==> src/rtl/bcd_pkg.sv <==
// Shared FSM state type and digit-adjust constants for the sequential
// binary-to-BCD converter.
package bcd_pkg;

  typedef enum logic [1:0] {
    IDLE,
    SHIFT,
    DONE
  } bcd_state_t;

  localparam int         BCD_DIGIT_W    = 4;
  localparam logic [3:0] BCD_ADJ_THRESH = 4'd5;
  localparam logic [3:0] BCD_ADJ_ADD    = 4'd3;

endpackage

==> src/rtl/bcd_digit_adj.sv <==
// Double-dabble digit correction: a BCD digit of 5 or more gets +3 so the
// following left shift carries correctly into the next decade.
module bcd_digit_adj
  import bcd_pkg::*;
(
  input  logic [BCD_DIGIT_W-1:0] digit,
  output logic [BCD_DIGIT_W-1:0] adj
);

  assign adj = (digit >= BCD_ADJ_THRESH) ? digit + BCD_ADJ_ADD : digit;

endmodule

==> src/rtl/bin2bcd_seq.sv <==
// Sequential double-dabble converter, one shift-and-adjust step per clock.
// Define BIN2BCD_OVF_EN to add the sticky `ovf` output for truncated results.
//
// state | meaning
// IDLE  | in_ready high, waiting for in_valid to load a new value
// SHIFT | busy, one adjust+shift per cycle for WIDTH cycles
// DONE  | out_valid high, bcd held until out_ready
module bin2bcd_seq
  import bcd_pkg::*;
#(
  parameter int WIDTH  = 8,
  parameter int DIGITS = 3
) (
  input  logic                          clk,
  input  logic                          rst,
  input  logic [WIDTH-1:0]              in_data,
  input  logic                          in_valid,
  output logic                          in_ready,
  output logic [BCD_DIGIT_W*DIGITS-1:0] bcd,
  output logic                          out_valid,
  input  logic                          out_ready,
  output logic                          busy
`ifdef BIN2BCD_OVF_EN
  ,
  output logic                          ovf
`endif
);

  localparam int              BW        = BCD_DIGIT_W * DIGITS;
  localparam int              CW        = $clog2(WIDTH + 1);
  localparam logic [CW-1:0]   LAST_STEP = CW'(WIDTH - 1);

  bcd_state_t     state;
  logic [WIDTH-1:0] bin_sr;
  logic [CW-1:0]  step_cnt;
  logic [BW-1:0]  bcd_adj;

  for (genvar k = 0; k < DIGITS; k++) begin : g_adj
    bcd_digit_adj u_adj (
      .digit (bcd[k*BCD_DIGIT_W +: BCD_DIGIT_W]),
      .adj   (bcd_adj[k*BCD_DIGIT_W +: BCD_DIGIT_W])
    );
  end

  assign in_ready  = (state == IDLE);
  assign busy      = (state == SHIFT);
  assign out_valid = (state == DONE);

`ifndef BIN2BCD_OVF_EN
  // The carry out of the top digit is simply dropped in this build.
  logic drop_unused;
  assign drop_unused = bcd_adj[BW-1];
`endif

  always_ff @(posedge clk or posedge rst) begin
    if (rst) begin
      state    <= IDLE;
      bin_sr   <= '0;
      bcd      <= '0;
      step_cnt <= '0;
`ifdef BIN2BCD_OVF_EN
      ovf      <= 1'b0;
`endif
    end else begin
      case (state)
        IDLE: begin
          if (in_valid) begin
            bin_sr   <= in_data;
            bcd      <= '0;
            step_cnt <= '0;
`ifdef BIN2BCD_OVF_EN
            ovf      <= 1'b0;
`endif
            state    <= SHIFT;
          end
        end
        SHIFT: begin
          bcd      <= {bcd_adj[BW-2:0], bin_sr[WIDTH-1]};
          bin_sr   <= bin_sr << 1;
          step_cnt <= step_cnt + CW'(1);
`ifdef BIN2BCD_OVF_EN
          ovf      <= ovf | bcd_adj[BW-1];
`endif
          if (step_cnt == LAST_STEP) state <= DONE;
        end
        DONE: begin
          if (out_ready) state <= IDLE;
        end
        default: state <= IDLE;
      endcase
    end
  end

endmodule

==> config.mk <==
export PLATFORM = sky130hd
export DESIGN_NAME = bin2bcd_seq
export DESIGN_NICKNAME = d
export VERILOG_FILES = /design/src/rtl/bcd_pkg.sv /design/src/rtl/bcd_digit_adj.sv /design/src/rtl/bin2bcd_seq.sv
export SDC_FILE = /design/constraint.sdc
export NUM_CORES = 1
export LEC_CHECK = 0
export ABC_AREA = 1
export BUFFER_PORTS_ARGS = -buffer_cell sky130_fd_sc_hd__buf_2
export CAP_MARGIN = 40
export CORE_ASPECT_RATIO = 1.75
export CORE_MARGIN = 2
export CORE_UTILIZATION = 45
export DETAILED_ROUTE_END_ITERATION = 7
export PLACE_DENSITY = 0.69
export SYNTH_ARGS = -nofsm -noshare
export SYNTH_HDL_FRONTEND = slang
export SYNTH_SLANG_ARGS = --single-unit
==> constraint.sdc <==
create_clock -name clk -period 1.4 [get_ports clk]
set_clock_uncertainty 0.2 [all_clocks]
set_input_delay 0.07 -clock clk [delete_from_list [all_inputs] [get_ports clk]]
set_output_delay 0.07 -clock clk [all_outputs]
set_load 0.05 [all_outputs]
Word-level counts from Yosys, hierarchy flattened
Cells that the tools add are included.

word-level totals
  bits in registers = 26
  input bits = 12
  word-level logic and storage cells = 34

cells by class
  add/sub/neg operators = 4
  magnitude comparators = 3
  eq/ne operators = 6
  mux-type cells = 13
  reductions and logical operators = 4

operators with widths
  kind                 number
  $pmux 12 s2          1
  $pmux 8 s2           1
  $ge 4x3->1 const B   3
  $mux 12              1
  $mux 4               3
  $add 4x2->4 const B  2
  $mux 8               1
  $pmux 4 s2           1
  $mux 2               3
  $pmux 2 s3           1
  $add 4x1->4 const B  1
  $eq 4x3->1 const B   1
  $ne 2x1->1 const B   2
  $add 3x2->3 const B  1
  $mux 3               1
  $reduce_and 3->1     1
  $eq 2x1->1 const B   1
  $eq 2x2->1 const B   1
  $logic_not 2->1      1
  $ne 2x2->1 const B   1
  $reduce_and 2->1     1
  $reduce_bool 2->1    1

Longest topological paths before layout
  depth in word-level cells = 3
  mapped depth = 8
  gate-level depth less buffers = 8

By module
A second synthesis with hierarchy kept.

second synthesis, totals
  cell total of the unflattened synthesis = 202
  area total of the unflattened synthesis = 1585.3 µm²

by module, submodules not included
  module         instances  cells each  area an instance (µm²)
  bin2bcd_seq    1          133         1179.9
  bcd_digit_adj  3          23          135.1

Least setup slack after synthesis
No wires, ideal clock.

  kind = flip-flop to flip-flop
  start = register bcd[4]
  end = register bcd[5]
  setup time = 0.118 ns
  data arrival time = 1.484 ns
  required time = 1.082 ns
  slack = -0.402 ns
  cell stages (with the launch flop) = 9
  path buffers = 0
  clock period less this slack = 1.802 ns
  cells stage by stage = dfrtp_1 inv_1 ha_1 inv_1 nand2_1 nand3_1 nand2_1 nand3_1 nand2_1

on the way
  word-level cells in the longest chain between the ends = 3
  elaborated cells between the ends (all ways) = 4

ends and longest elaborated chain
  element                                           line                 source
  start: declaration                                bin2bcd_seq.sv:19    output logic [BCD_DIGIT_W*DIGITS-1:0] bcd,
  start signal: assignment                          bin2bcd_seq.sv:78    bcd <= {bcd_adj[BW-2:0], bin_sr[WIDTH-1]};
  $add 4x2->4 / $ge 4x3->1 (equally long branches)  bcd_digit_adj.sv:10  assign adj = (digit >= BCD_ADJ_THRESH) ? digit + BCD_ADJ_ADD : digit;
  $mux 4 (*)                                        bcd_digit_adj.sv:10
  $pmux 12 s2 (*)                                   bin2bcd_seq.sv:65    case (state)

Every way passes the cells marked *; elsewhere a longest branch is shown, timed or not.
A chain may end at the register's enable or synchronous reset.

Worst setup path in the final report
  start = register state[1]
  end = output port busy

on the way
  word-level cells in the longest chain between the ends = 1

ends and longest elaborated chain
  element                   line               source
  start: declaration        bin2bcd_seq.sv:33  bcd_state_t state;
  start signal: assignment  bin2bcd_seq.sv:57  state <= IDLE;
  start signal: assignment  bin2bcd_seq.sv:74  state <= SHIFT;
  start signal: assignment  bin2bcd_seq.sv:84  if (step_cnt == LAST_STEP) state <= DONE;
  $eq 2x1->1                bin2bcd_seq.sv:46  assign busy = (state == SHIFT);
  end: declaration          bin2bcd_seq.sv:22  output logic busy

No other way between the ends.

==> metrics <==
Post-DRT Antenna Nets 0; Cell variety after synth 23; largest net degree at the start of global routing 27; period utilization 102%; max-cap viol count 0; total gr overflow 0; CP max-delay cell dfrtp_1; pre-CTS WS -0.0223 ns; Slew Viols, Final 0; relative slew slack 77.4%; sequential area share after synthesis 44.8%; crit-path cells nor2_4, buf_12, buf_12; clk buf depth 2; initial DRC count 27; Fmax 700 MHz; Leakage Power 0.00110 uW; Routed WL around 3.6 mm; Slowest Stage Delay on Critical Path 0.44 ns; drt first pass iters 4; clk root buf clkbuf_8; YS warnings 0; Die Y 79.2 um; Worst-path clk slew 0.09 ns; layout cells sized above 1 41.6%; final worst slack -0.0287 ns; Synth Area per Inst 8.08 sq um; ys async rst share 100%; GPL Wtd Cong 0.754; drt wl/cell about 13 um; CP Class flop to primary output; vias 1427; Worst Path Required ~1.1 ns; # fillers 252; DP HPWL about 2.4 mm; CTS sink cnt 26; htree depth 1; peak supply drop approximately 1.5 mV; Hold Crit Start in_valid; Critical path origin state[1]$_DFFE_PP0P_; CTS tree yes; pwr/cell area 2160 nW/um^2; area grow syn2layout 47.5%; failing checks negative setup slack; Finish-stage setup viols 4; initial core utilization a little under half; I/O Pins 27; Total GRT Usage 20.8%; unrepaired setup endpoints after global routing yes; critical-path maximum fanout 8; cells after synthesis 180; FF-to-FF Start state[1]$_DFFE_PP0P_; DR vias/cell 5.08; Total Power 4630 uW; Slew @ Worst Pin 0.339 ns; number of diodes 0; vias in the first global route 1354; critical path capture point type primary output; HP Class primary input to flop; first-pass GRT wire length 5.69 mm; Mapped Area 1450 sq um; die area around 3700 sq um; Die X 47.0 um; port bufs 26; flops & latches, synth 26; minimum clock period 1.43 ns; CP arrival ~1.2 ns; drt drc 0; Mapped Nets 199; worst skew pair latency 0.28 ns; dominant synthesized flop cell dfrtp_1; Num CTS Buffers 3; EDFF count, synth 0; initial antenna violation count 0; CP delay by family, top flip-flops; Final Hold Fails 0; NumNets Final 258; most frequent CP cell buf_12; cell row count 27; core area 3110 sq um; buffer and inverter count on the worst path 2; status complete, but fails checks; Startpoint Class flop
## kinds of logic (layout without fill, tap and decap cells)
kind of cell    count (synthesis)  count (layout)  synth area share (%)
simple gates                  109             109                  34.2
buf+inv                        22              80                  7.57
compound gates                 16              16                  7.49
flops                          26              26                  44.8
fa+ha+maj                       7               7                  6.02
## layer usage
layer,vias to the layer above,wire length [um],GRT usage [%]
met4,0,67,9.72
met2,33,2090,36.2
li1,702,-,-
met1,684,1380,23.1
met3,8,103,3.18
met5,-,0,0
## registers in the layout, summed over array words and instances, names as in the netlist
signal,cells
bcd,12
bin_sr,8
state,2
step_cnt,4
## tightest hold or removal path: cells and delay by family
kind          cells  cell delay [ns]
simple gates      3             0.23
buf+inv           2             0.18
## layout make-up
| cell class | count | area [sq um] | share of cell area [%] |
|---|---|---|---|
| well taps | 43 | 53.8 | 2.51 |
| flip-flops and latches | 26 | 659 | 30.7 |
| inverters | 19 | 86.3 | 4.03 |
| clock buffers | 4 | 55.1 | 2.57 |
| repair buffers | 57 | 464 | 21.6 |
| multi-input cells | 132 | 826 | 38.5 |
## repair_timing
| item | in CTS | in global routing |
|---|---|---|
| hold buffers | 10 | 0 |
| setup buffers | 3 | 10 |
| pin swaps | 1 | 6 |
| gates cloned | 1 | 0 |
| resized for setup | 10 | 22 |
| setup endpoints to repair | 10 | 22 |
| endpoints found under the hold margin | 35 | 0 |
## Yosys cell counts (2+ instances only)
cell	number	share of area, %
nand2_2	2	0.86
o21bai_1	2	1.0
ha_1	7	6.0
nand3_1	21	7.2
nand2_4	2	1.5
buf_6	3	2.3
a21oi_1	3	1.0
o21ai_0	5	1.7
inv_2	3	0.77
dfrtp_1	26	45
nor2_1	7	1.8
nand2_1	68	18
o22ai_2	2	1.7
nand4_1	6	2.6
inv_1	15	3.9
## report_power, final
part | total (uW) | internal [uW] | switching [uW]
combinational | 2860 | 1220 | 1640
sequential | 1260 | 1020 | 246
clock | 500 | 252 | 248
total | 4630 | 2490 | 2140
## path summary, 6_finish.rpt
kind	to	slack [ns]	cells past startpoint
max in group asynchronous	bcd[8]$_DFFE_PP0P_	0.54	4
min in group asynchronous	bcd[4]$_DFFE_PP0P_	0.18	4
min	state[0]$_DFFE_PP0P_	0.02	5
max	busy	-0.03	3
min reg2reg	bin_sr[2]$_DFFE_PP0P_	0.29	2
max reg2reg	bcd[0]$_DFFE_PP0P_	-0.01	5
## stage by stage
stage,utilization (%),hold WS [ns],TNS (ns),instances,instance area (sq um)
floorplan,-,-0.0904,-0.580,180,1530
global placement,56.1,-0.0552,0,253,1740
detailed placement,56.1,-0.0528,-0.0725,253,1740
CTS,64.0,0.0125,-0.0180,271,1990
global route,69.0,0.0399,-0.532,281,2140
finish,69.0,0.0213,-0.0601,281,2140
## layout by cell type, fill, tap and decap left out
cell type       n
bufbuf_16       1
a21oi_2         1
nand2_4         4
o21ai_1         3
dfrtp_1        19
nand2_8         1
nand3_4         1
buf_6           3
a21oi_1         3
o22ai_1         1
o22ai_2         2
inv_4           4
nand3_1        18
nand3_2         2
nand2_1        62
inv_1           6
clkbuf_8        4
o21ai_2         1
nor2_2          1
buf_12          2
dlygate4sd3_1  10
nor2_4          4
buf_4          17
dfrtp_2         7
o21bai_1        2
o21ai_0         3
ha_4            5
inv_6           1
nor2_1          4
buf_8           1
ha_1            2
inv_2           8
nand4_1         6
buf_2          23
nand2_2         6
No activity file was read; power rests on OpenSTA's default activity.
